## config.mk

```make
export PLATFORM = sky130hd
export DESIGN_NAME = mem_arbiter
export DESIGN_NICKNAME = d
export VERILOG_FILES = /design/src/rtl/mem_arbiter.sv
export SDC_FILE = /design/constraint.sdc
export NUM_CORES = 1
export LEC_CHECK = 0
export BUFFER_PORTS_ARGS = -buffer_cell sky130_fd_sc_hd__buf_2
export CORE_MARGIN = 2
export CORE_UTILIZATION = 40
export DETAILED_ROUTE_END_ITERATION = 6
export GPL_TIMING_DRIVEN = 0
export HOLD_SLACK_MARGIN = 0.1
export PLACE_DENSITY_LB_ADDON = 0.1
export SLEW_MARGIN = 20
export SYNTH_ARGS = -nofsm -noshare
export SYNTH_HDL_FRONTEND = slang
export SYNTH_SLANG_ARGS = --single-unit
```

## constraint.sdc

```tcl
create_clock -name clk -period 5.71 [get_ports clk]
set_clock_uncertainty 0.1 [all_clocks]
set_input_delay 0.571 -clock clk [delete_from_list [all_inputs] [get_ports clk]]
set_output_delay 0.571 -clock clk [all_outputs]
set_load 0.005 [all_outputs]
```

## src/rtl/mem_arbiter.sv

```systemverilog
// Purpose: arbitrates one single-port memory between instruction fetch and data access.
// Latency: grant on the first IDLE edge, ack one edge after mem_ready; 2 cycles minimum, 3 per access back-to-back.
// Backpressure: mem_ready=0 holds the access indefinitely; stall freezes the pipeline while a request is open.
//
// Ports:
//   clk, reset                          clock, asynchronous active-high reset
//   if_req/if_addr -> if_ack/if_rdata   fetch request and registered result
//   dm_req/dm_we/dm_addr/dm_wdata       data request; dm_ack/dm_rdata registered result
//   mem_req/mem_we/mem_addr/mem_wdata   registered memory command, stable for the whole access
//   mem_rdata/mem_ready                 memory response
//   stall                               combinational: some request is open and not yet acked
module mem_arbiter #(
  parameter int MAX_DM_BURST = 4
) (
  input  logic        clk,
  input  logic        reset,
  input  logic        if_req,
  input  logic [31:0] if_addr,
  output logic        if_ack,
  output logic [31:0] if_rdata,
  input  logic        dm_req,
  input  logic        dm_we,
  input  logic [31:0] dm_addr,
  input  logic [31:0] dm_wdata,
  output logic        dm_ack,
  output logic [31:0] dm_rdata,
  output logic        mem_req,
  output logic        mem_we,
  output logic [31:0] mem_addr,
  output logic [31:0] mem_wdata,
  input  logic [31:0] mem_rdata,
  input  logic        mem_ready,
  output logic        stall
);

  localparam int SW = (MAX_DM_BURST < 1) ? 1 : $clog2(MAX_DM_BURST + 1);

  typedef enum logic [1:0] {IDLE, BUSY_IF, BUSY_DM} state_t;

  state_t        state;
  logic [SW-1:0] dm_streak;

  logic if_elig;
  logic dm_elig;
  logic turnaround;
  logic streak_full;
  logic grant_dm;
  logic grant_if;

  // A requester whose ack is high is still holding the req it just had
  // serviced, so it must not be granted again off that same req.
  assign if_elig = if_req & ~if_ack;
  assign dm_elig = dm_req & ~dm_ack;

  // The IDLE cycle carrying an ack is a turnaround cycle: nothing is granted
  // in it, which gives every access the same 3-cycle slot and lets the data
  // streak count consecutive data accesses under continuous contention.
  assign turnaround  = if_ack | dm_ack;
  assign streak_full = (dm_streak == SW'(MAX_DM_BURST));

  // Data has priority unless it has already taken MAX_DM_BURST grants in a
  // row while a fetch was waiting.
  assign grant_dm = (state == IDLE) & ~turnaround & dm_elig & ~(if_elig & streak_full);
  assign grant_if = (state == IDLE) & ~turnaround & if_elig & ~grant_dm;

  assign stall = (if_req & ~if_ack) | (dm_req & ~dm_ack);

  always_ff @(posedge clk or posedge reset) begin
    if (reset) begin
      state     <= IDLE;
      dm_streak <= '0;
      mem_req   <= 1'b0;
      mem_we    <= 1'b0;
      mem_addr  <= '0;
      mem_wdata <= '0;
      if_ack    <= 1'b0;
      dm_ack    <= 1'b0;
      if_rdata  <= '0;
      dm_rdata  <= '0;
    end else begin
      if_ack <= 1'b0;
      dm_ack <= 1'b0;
      case (state)
        IDLE: begin
          // mem_ready is deliberately not looked at here.
          if (grant_dm) begin
            state     <= BUSY_DM;
            mem_req   <= 1'b1;
            mem_we    <= dm_we;
            mem_addr  <= dm_addr;
            mem_wdata <= dm_wdata;
            // Only data grants that made a fetch wait extend the streak.
            if (if_req) begin
              if (!streak_full) dm_streak <= dm_streak + SW'(1);
            end else begin
              dm_streak <= '0;
            end
          end else if (grant_if) begin
            state     <= BUSY_IF;
            mem_req   <= 1'b1;
            mem_we    <= 1'b0;
            mem_addr  <= if_addr;
            dm_streak <= '0;
          end
        end
        BUSY_IF: begin
          if (mem_ready) begin
            state    <= IDLE;
            mem_req  <= 1'b0;
            if_ack   <= 1'b1;
            if_rdata <= mem_rdata;
          end
        end
        BUSY_DM: begin
          if (mem_ready) begin
            state   <= IDLE;
            mem_req <= 1'b0;
            dm_ack  <= 1'b1;
            // A store leaves the last load result in place.
            if (!mem_we) dm_rdata <= mem_rdata;
          end
        end
        default: begin
          state   <= IDLE;
          mem_req <= 1'b0;
        end
      endcase
    end
  end

endmodule

```

# Word level (Yosys, flattened, before mapping)
# Index checks and enable logic that the tools add are counted.
[word_totals]
register_bits = 137
latchBits = 0
mem_bits_rw = 0
rom_bits = 0
inputBits = 134
output_inout_bits = 133
memories = 0
[op_classes]
addsub = 1
mul = 0
n_div = 0
order_cmp = 0
n_eq_ne = 6
n_shift = 0
mux = 19
bitwise = 16
reduce_logical = 9
[ops]
columns = ["cell", "n"]
rows = [
  ["$mux 32", 2],
  ["$mux 3", 4],
  ["$and 1x1->1", 8],
  ["$mux 1", 8],
  ["$reduce_and 2->1", 4],
  ["$mux 2", 3],
  ["$ne 3x3->1 const B", 2],
  ["$not 1->1", 6],
  ["$reduce_and 3->1", 2],
  ["$pmux 2 s2", 1],
  ["$add 3x1->3 const B", 1],
  ["$eq 3x3->1 const B", 1],
  ["$eq 2x1->1 const B", 1],
  ["$eq 2x2->1 const B", 1],
  ["$logic_not 2->1", 1],
  ["$ne 2x1->1 const B", 1],
  ["$or 1x1->1", 2],
  ["$pmux 1 s2", 1],
  ["$reduce_bool 2->1", 1],
  ["$reduce_or 2->1", 1],
]

# Longest topological paths before layout
# Gate-level depths: netlist (run 1).
[depth]
depth_word = 10
depth_mapped = 7
ltp_nobuf = 5

# Worst setup path after synthesis (run 1)
# No wires, ideal clock.
[synth_path]
path_type = "flip-flop to flip-flop"
from = "register state[0]"
to = "register mem_wdata[0]"
setup_ns = 0.127
arrival_time_ns = 1.589
required_time_ns = 5.483
setup_slack_ns = 3.894
stages_incl_launch_ff = 8
n_path_buf = 2
synth_period_minus_slack_ns = 1.816
cell_sequence = "dfrtp_1 inv_1 ha_1 nand4bb_1 buf_4 nor2_8 buf_6 mux2_1"
[synth_between]
elab_chain_len = 5
[synth_rtl]
columns = ["element", "line_no", "text"]
rows = [
  ["start, declared", "40", "state_t state;"],
  ["start signal, assigned", "70", "state <= IDLE;"],
  ["start signal, assigned", "87", "state <= BUSY_DM;"],
  ["start signal, assigned", "99", "state <= BUSY_IF;"],
  ["$logic_not 2->1 *", "63, 83", ""],
  ["$and 1x1->1 (3 in series)", "63", "assign grant_dm = (state == IDLE) & ~turnaround & dm_elig & ~(if_elig & streak_full);"],
  ["$reduce_and 2->1 (no source line) *", "--", ""],
  ["end signal, assigned", "91", "mem_wdata <= dm_wdata;"],
  ["end, declared", "30", "output logic [31:0] mem_wdata,"],
]
# Every way passes the cells marked *; elsewhere a longest branch is shown, timed or not.
# A chain may end at the register's enable or synchronous reset.

# Worst setup path after layout (run 1)
[layout_path]
from = "register state[1]"
to = "register mem_addr[1]"
[layout_between]
elab_chain_len = 8
word_cells_on_any_way = 10
[layout_rtl]
columns = ["element", "line_no", "text"]
rows = [
  ["$logic_not 2->1 *", "63, 64, 83", ""],
  ["$and 1x1->1", "63, 64", ""],
  ["$and 1x1->1 (2 in series)", "63", ""],
  ["$not 1->1", "64", "assign grant_if = (state == IDLE) & ~turnaround & if_elig & ~grant_dm;"],
  ["$and 1x1->1", "64", ""],
  ["$reduce_bool 2->1 (no source line)", "--", ""],
  ["$reduce_and 2->1 (no source line)", "--", ""],
  ["end signal, assigned", "90", "mem_addr <= dm_addr;"],
  ["end signal, assigned", "102", "mem_addr <= if_addr;"],
  ["end, declared", "29", "output logic [31:0] mem_addr,"],
]
# Marked as above.

==> results of run 1 <==
## registers in the layout, indices dropped and copies added, names as in the netlist
| signal | flops |
|---|---|
| if_rdata | 32 |
| mem_wdata | 32 |
| mem_req | 1 |
| dm_ack | 1 |
| dm_streak | 3 |
| mem_addr | 32 |
| if_ack | 1 |
| mem_we | 1 |
| dm_rdata | 32 |
| state | 2 |
## worst register-to-register path, delay by kind of cell, from the launching register on
family,cells,cell delay (ns)
AOI/OAI and AO/OA,1,0.12
buffers and inverters,3,0.41
DFF,1,0.41
adders and majority gates,1,0.29
and+or+nand+nor,2,0.59
## routing by layer
layer  GRT usage, %  routed length [um]
met1           25.0                5960
met2           32.8                7470
met3           8.35                1570
met4           6.61                 231
met5              0                   0
## layout by cell type, fill, tap and decap left out, types with 2 or more instances in the layout
cell / netlist / routed
sky130_fd_sc_hd__and2_1: 2 / 2
sky130_fd_sc_hd__o221ai_1: 2 / 2
sky130_fd_sc_hd__clkinv_2: 0 / 4
sky130_fd_sc_hd__buf_6: 4 / 4
sky130_fd_sc_hd__dfrtp_1: 137 / 137
sky130_fd_sc_hd__buf_4: 4 / 4
sky130_fd_sc_hd__bufinv_16: 0 / 2
sky130_fd_sc_hd__clkbuf_16: 0 / 17
sky130_fd_sc_hd__inv_1: 9 / 8
sky130_fd_sc_hd__nand3_1: 33 / 33
sky130_fd_sc_hd__ha_1: 5 / 5
sky130_fd_sc_hd__mux2_1: 48 / 48
sky130_fd_sc_hd__clkbuf_1: 12 / 14
sky130_fd_sc_hd__mux2_2: 49 / 49
sky130_fd_sc_hd__a21oi_1: 33 / 33
sky130_fd_sc_hd__clkinv_4: 0 / 4
sky130_fd_sc_hd__buf_2: 16 / 282
sky130_fd_sc_hd__nand2_1: 8 / 8
sky130_fd_sc_hd__clkbuf_8: 0 / 2
sky130_fd_sc_hd__o21ai_0: 33 / 33
sky130_fd_sc_hd__a31oi_1: 32 / 32
## metrics by stage
stage / TNS, ns / area (sq um) / utilization (%) / instances / total power, mW
after floorplan: 0 / 5710 / - / 442 / 2.61
after global placement: -18.93 / 7270 / 52.2 / 888 / 3.33
after detailed placement: 0 / 7300 / 52.4 / 889 / 3.40
after CTS: 0 / 7900 / 56.7 / 922 / 4.49
after global routing: 0 / 7900 / 56.7 / 922 / 4.77
final: 0 / 7900 / 56.7 / 922 / 4.43
## kinds of logic after synthesis
| logic type | count (synthesis) | synth area share, % |
|---|---|---|
| and+or+nand+nor | 54 | 5.48 |
| DFF | 137 | 60.0 |
| buffers and inverters | 45 | 4.10 |
| AOI/OAI and AO/OA | 104 | 10.2 |
| muxes | 97 | 19.1 |
| adders and majority gates | 5 | 1.10 |
## area by class of cell
cell class / instances / area share (%)
Clock buffer: 21 / 5.83
Inverter: 9 / 0.523
Multi-Input combinational cell: 260 / 26.0
Timing Repair Buffer: 268 / 17.3
Tap cell: 180 / 2.85
Clock inverter: 11 / 1.55
Buffer: 36 / 2.54
Sequential cell: 137 / 43.4
## where the power goes
| group | internal (mW) | total, mW | switching, mW |
|---|---|---|---|
| logic | 0.864 | 1.65 | 0.786 |
| clock network | 0.665 | 1.07 | 0.403 |
| registers | 1.47 | 1.71 | 0.244 |
| total | 2.99 | 4.43 | 1.43 |
## repair_timing
item                                   in CTS  in global routing
buffers inserted                            0                  0
hold buffers                                1                  0
endpoints found under the hold margin      50                  0
## how the worst max path moves through the flow
stage                   endpoint  cells after the start
floorplan                 dm_ack                      1
global placement    mem_addr[11]                      2
detailed placement   mem_addr[1]                      7
CTS                  mem_addr[1]                      7
global route         mem_addr[1]                      7
finish               mem_addr[1]                      7
==> results, run 1 <==
- The row count is 43.
- The residual DRC count is 0.
- The cell at the root of the clock tree is sky130_fd_sc_hd__clkbuf_16.
- In the final layout, the multi-input gates occupy between 2000 and 2500 sq um.
- The total of endpoints with negative setup slack in the final report is 0.
- The net count of the finished layout is between 800 and 900.
- The first-pass GRT wire length is approximately 24000 um.
- The die covers 15300 sq um.
- Counting the buffers created by CTS gives 17.
- The number of inserted filler cells in the final layout is approximately 1300.
- In the finished design, the share of the clock period the worst path needs comes to 36.0%.
- The final number of hold-violating endpoints came to 0.
- Synthesis produced a netlist with a net count of 581.
- The cell count after synthesis came out at 442.
- The maximum number of pins on one net before global-route repair is 88.
- The critical path starts at state[1].
- The HPWL reported at the end of detailed placement is 11200 um.
- Subtracting the final worst setup slack from the clock period gives 2.06 ns.
- The count of nets left with antenna violations once routing finished came out at 0.
- The aggregate global routing overflow is 0.
- The terminus of the critical flop-to-flop path is mem_addr[1].
- Wires add up to 15200 um.
- Among all stages on the critical path, the largest delay is contributed by sky130_fd_sc_hd__dfrtp_1.
- The final setup slack of the worst path is 3.65 ns.
- The flow ran to the end, and the final reports show no timing, DRC or antenna violations.
- The average vias per placed instance is a little over 5.
- The Yosys step of the flow raised 0 warnings.
- The critical setup path kind is register to register.
- Setup repair after global routing left no endpoint under its margin.
- The area of the mapped netlist is 5710 sq um.
- The initial standard-cell utilization of the core is 41.0%.
- The worst-case IR drop observed on VDD is 0.000305 V.
- The worst register-to-register path begins at state[1].
- The clock passes through at most 2 buffers.
- The initial DRC count is 236.
- The distinct cell type count after synthesis is 31.
- The commonest cells after synthesis are 137 x sky130_fd_sc_hd__dfrtp_1, 49 x sky130_fd_sc_hd__mux2_2, 48 x sky130_fd_sc_hd__mux2_1.
- The per-instance average area after synthesis is ~13 sq um.
- In the final layout, flip-flops and latches occupy approximately 3400 sq um.
- By area the synthesized netlist is led by sky130_fd_sc_hd__dfrtp_1 60%, sky130_fd_sc_hd__mux2_2 9.7%, sky130_fd_sc_hd__mux2_1 9.5%.
- The path class of the lowest-slack min-delay path is input port to register.
- The wire length per cell is 16.5 um.
- The largest single stage delay on the critical path is 0.41 ns.
- The most common cell in the synthesized netlist is sky130_fd_sc_hd__dfrtp_1.
- The post-route worst hold slack is between 0.2 and 0.3 ns.
- The most used flip-flop cell after synthesis is sky130_fd_sc_hd__dfrtp_1.
- STA classifies the critical path startpoint as a register.
- Summed over all cells, the static leakage comes to 3.80 nW.
- The core region area is 13900 sq um.
- For this run, the detailed router's first-pass iteration total came to 7.
- The final-report max-slew violation count is 0.
- The number of synthesized register bits is about 140.
- The number of global-route vias before repair came to 4749.
- The post-placement setup slack is 3.64 ns.
- The clock reaches the later pin of the worst-skew pair after ~0.4 ns.
- The H-tree was split into 4 levels.
- The number of gates resized after CTS was 0.
- In this run the count of I/O pins placed on the die edge is 267.
- The number of antenna violations at the first check in global routing was 0.
- The largest area contributor in the netlist is sky130_fd_sc_hd__dfrtp_1.
- In this run the power density over the cells is 561 nW/um^2.
- Together, buffers and inverters on the worst path number 3.
- The worst min-delay path startpoint is dm_wdata[10].
- The clock sink count is 137.
- The tool flagged a number of max-cap violations equal to 0.
- The transition time at the pin with the least slew margin is between 0.4 and 0.5 ns.
- In the final layout, the share of cells above drive strength 1 is approximately half.
- The sequential area share after synthesis is 60.0%.
- Measured against its own limit, the worst slew margin works out to about two thirds.
- The die is 123 um tall.
- The family of cells with the greatest summed delay on the critical path is simple AND/OR/NAND/NOR gates.
- Of all nets on the critical path, the largest fanout is 10.
- Data on the critical path is required at its endpoint by 5.89 ns.
- From left edge to right edge, the die measures between 100 and 150 um.
- In this run the tool buffered the top-level ports with 266 buffer cells.
- The worst hold path passes through 2 cells.
- Global routing consumed, over all layers together, 20.4% of the routing resources.
- From synthesis to final layout, the design area changed by 38.2%.
- Detailed routing inserted a total of 4744 vias.
- Measured in cells, the most critical reg-to-reg path has a length of 7.
- For hold timing, the worst endpoint is mem_wdata[10].
- TritonCTS built the clock tree.
- The congestion estimate from routability-driven global placement came to 0.801.
- For flop-to-flop paths, the worst setup slack is approximately 3.7 ns.
- The count of flip-flops with a built-in enable after synthesis is 0.
- The register clock-pin slew on the reported worst setup and hold paths is 0.06 ns.
- The arrival time at the worst endpoint is 2.23 ns.
- Walking the worst path, the cells encountered are inv_1 > ha_1 > nor3b_4 > and2_1 > buf_6 > buf_4 > a31oi_1.
- The repair_antennas step left the layout with diodes totalling 0.
- The highest clock frequency the design can meet is 0.486 GHz.
- Counting flops with an async set or reset pin after synthesis yields a share of 100%.
- Summed over its instances, the top area cell type makes up about three fifths of the synthesized netlist area.
- The capturing element type of the critical path is a register.
No activity file was read; power rests on OpenSTA's default activity.
==> run 2, diff against run 1 <==
clock period = 2.1 ns   (was 5.71 ns; I/O delays follow)
==> run 2 against run 1 <==
  * Register-to-register slack got worse by 3.6 ns
  * Critical endpoint is now mem_wdata[8]
  * Highest routed layer unchanged
  * Clock-buffer cell count fell by 1
  * Die area did not move
  * Sequential cell count did not move
  * Total power rose to 2.8 times the previous value
  * Combinational power rose to 2.9 times the previous value
  * Largest power group is now combinational logic
  * Setup slack got worse by 3.6 ns
  * Fmax rose by 2.5%
==> results, run 2 (synthesis results as in run 1) <==
- The capturing element type of the critical path is a register.
- The final number of hold-violating endpoints was 0 (unchanged).
- The area of the die came to 15300 sq um (unchanged).
- The wire length per cell was 16.3 um (-1.3%).
- The flow ran to the end, and the final reports show no timing, DRC or antenna violations.
- In this run the worst setup path terminates at mem_wdata[8].
- The family of cells with the greatest summed delay on the critical path is buffers and inverters.
- The register clock-pin slew on the reported worst setup and hold paths is 0.06 ns (about the same).
- The number of inserted diodes is 0 (unchanged).
- The most common cell after layout, fill and taps aside is sky130_fd_sc_hd__buf_2.
- The total of endpoints with negative setup slack in the final report is 0 (unchanged).
- The maximum vdd drop was 0.000821 V (+170%).
- The number of inserted filler cells in the final layout is 1051 (-16%).
- The number of vias after detailed routing came to 5304 (+12%).
- The number of cells traversed by the worst hold path is 5 (+3).
- The total number of cells along the worst setup path is 7 (unchanged).
- The first-pass GRT wire length is 26500 um (+11%).
- The leakage power summed over all cells is 4.39 nW (+15%).
- The largest incremental delay on the critical path came to 0.42 ns (about the same).
- The count of nets left with antenna violations after detail routing is 0 (unchanged).
- The aggregate global routing overflow is 0 (unchanged).
- The final-report max-slew violation count is 0 (unchanged).
- The maximum number of pins on one net before global-route repair is 35 (-60%).
- The average vias per placed instance is 5.02 (-2.4%).
- The row count was 43 (unchanged).
- The overall fraction of global-route tracks in use is 22.6% (+2.2 points).
- In this run the most critical hold path is launched from dm_req.
- The utilization after layout is 66.8% (+10 points).
- The number of global-route vias before repair is 5572 (+17%).
- The number of cells on the worst reg-to-reg path is 7 (unchanged).
- The instance count after placement with tap cells included came to 892 (+0.34%).
- The initial standard-cell utilization of the core is 41.0% (unchanged).
- The endpoint identified for the worst register-to-register timing path is mem_wdata[8].
- The core region area is 13900 sq um (unchanged).
- The arrival time at the worst endpoint is 2.19 ns (-0.04 ns).
- The worst hold path belongs to the class input port to register.
- The launch point of the critical path is state[1].
- The power per standard cell area is 1340 nW/um^2 (+140%).
- The post-route fraction of the period consumed by the critical path is 95.5% (+60 points).
- The initial DRC count came to 330 (+40%).
- The worst-skew pair later-pin latency was 0.40 ns (about the same).
- The largest fanout on the critical path was 10 (unchanged).
- The worst reg-to-reg setup slack came to 0.09 ns (-3.56 ns).
- Traced cell by cell, the critical path runs through inv_1 > ha_2 > nand4bb_1 > buf_4 > nor2_8 > buf_6 > mux2_1.
- The number of buffers between clock root and the deepest sink is 2 (unchanged).
- The shortest period the worst path allows is 2.01 ns (-0.0507 ns).
- The share of cells above drive strength 1 is 43.3% (-7.0 points).
- The total wire length after detailed routing is 17200 um (+13%).
- The number of buffers and inverters on the critical path came to 3 (unchanged).
- The die extent in y is 123 um (unchanged).
- The required time reported for the critical path endpoint is 2.28 ns (-3.61 ns).
- The max-capacitance violation count is 0 (unchanged).
- On the critical path, the stage with the largest delay is an instance of sky130_fd_sc_hd__dfrtp_1.
- The highest clock frequency the design can meet is 0.498 GHz (+2.5%).
- The kind of launch point of the worst setup path is a register.
- The transition time at the pin with the least slew margin was 0.675 ns (+0.191 ns).
- The net count of the finished layout is 1002 (+15%).
- The worst slew margin relative to its limit was 54.9% (-13 points).
- In the layout the commonest cells are 278 x sky130_fd_sc_hd__buf_2, 137 x sky130_fd_sc_hd__dfrtp_1, 132 x sky130_fd_sc_hd__dlygate4sd3_1, 49 x sky130_fd_sc_hd__mux2_2, 48 x sky130_fd_sc_hd__mux2_1.
- The number of antenna violations at the first check in global routing is 0 (unchanged).
- The number of optimization iterations in the first detailed-route pass came to 7 (unchanged).
- The cell at the root of the clock tree is sky130_fd_sc_hd__clkbuf_16.
- The floorplan die width was 123 um (unchanged).
- The number of port buffers came to 266 (unchanged).
- The clock sink count is 137 (unchanged).
- The final weighted congestion in routability-driven placement is 0.796 (-0.56%).
- The launch instance of the worst register-to-register path is state[1].
- The number of CTS-inserted buffers is 17 (unchanged).
- The final instance count without filler cells came to 1056 (+15%).
- The residual DRC count is 0 (unchanged).
- The number of levels in the clock H-tree is 4 (unchanged).
- The clock tree from TritonCTS is done.
- The number of I/O pins is 267 (unchanged).
- Setup repair after global routing could not meet its margin everywhere.
- The area growth from synthesis to layout is 63.0%.
- The worst setup path is of the register to register kind.
- The HPWL reported at the end of detailed placement is 11500 um (+2.6%).
==> run 2: cell count changes in the layout (fill, tap and decap cells not counted), sizes merged <==
cell         delta
bufinv          +1
dlygate4sd3   +131
clkinv          -1
clkinvlp        +2
inv             -1
buf             -1
clkbuf          +3
==> run 2: final cells by class <==
cell class	count	area (sq um)	area share, %
Sequential cell	137	3430	36.8
Timing Repair Buffer	402	2740	29.4
Multi-Input combinational cell	260	2050	22.0
Clock buffer	20	467	5.01
Tap cell	180	225	2.42
Buffer	36	210	2.26
Clock inverter	12	148	1.59
Inverter	9	37.5	0.403
==> run 2: worst min-delay path by stage <==
| stage | endpoint | slack [ns] |
|---|---|---|
| final | mem_addr[30] | 0.32 |
| after global routing | mem_addr[30] | 0.32 |
| after CTS | mem_addr[30] | 0.29 |
| after detailed placement | mem_wdata[20] | 0.25 |
| after global placement | mem_wdata[19] | 0.33 |
| after floorplan | dm_rdata[0] | 0.24 |
==> run 2: timing repair <==
action	in CTS	in global routing
setup endpoints to repair	0	79
buffers inserted	0	0
endpoints found under the hold margin	156	0
hold buffers	132	0
resized for setup	0	5
==> run 2: worst register-to-register path: stages (launching register included) <==
cell and delay (ns):
sky130_fd_sc_hd__dfrtp_1 0.42, sky130_fd_sc_hd__inv_1 0.09, sky130_fd_sc_hd__ha_2 0.25, sky130_fd_sc_hd__nand4bb_1 0.11, sky130_fd_sc_hd__buf_4 0.18, sky130_fd_sc_hd__nor2_8 0.20
sky130_fd_sc_hd__buf_6 0.19, sky130_fd_sc_hd__mux2_1 0.34
==> run 2: through the flow <==
step	setup slack, ns	total power, mW	instance area (sq um)	hold WS, ns	setup TNS, ns
2_1_floorplan	0.0829	7.11	5720	0.242	0
3_3_place_gp	-0.764	9.05	7270	0.326	-103.67
3_5_place_dp	0.0406	9.25	7360	0.245	0
4_1_cts	0.0302	12.5	9300	0.290	0
5_1_grt	-0.0495	13.3	9310	0.321	-0.507
6_report	0.0939	12.5	9310	0.319	0
==> run 2: where the power goes <==
part / internal [mW] / switching (mW)
registers: 3.98 / 0.664
clock network: 1.95 / 1.11
logic: 2.54 / 2.23
==> run 2: routing by layer <==
layer / vias up / GRT usage, % / part of all wire [%]
met5: - / 0 / 0
met4: 0 / 9.52 / 2.7
met3: 41 / 6.96 / 8.1
met2: 256 / 38.4 / 49
met1: 2553 / 26.3 / 40
li1: 2454 / - / -
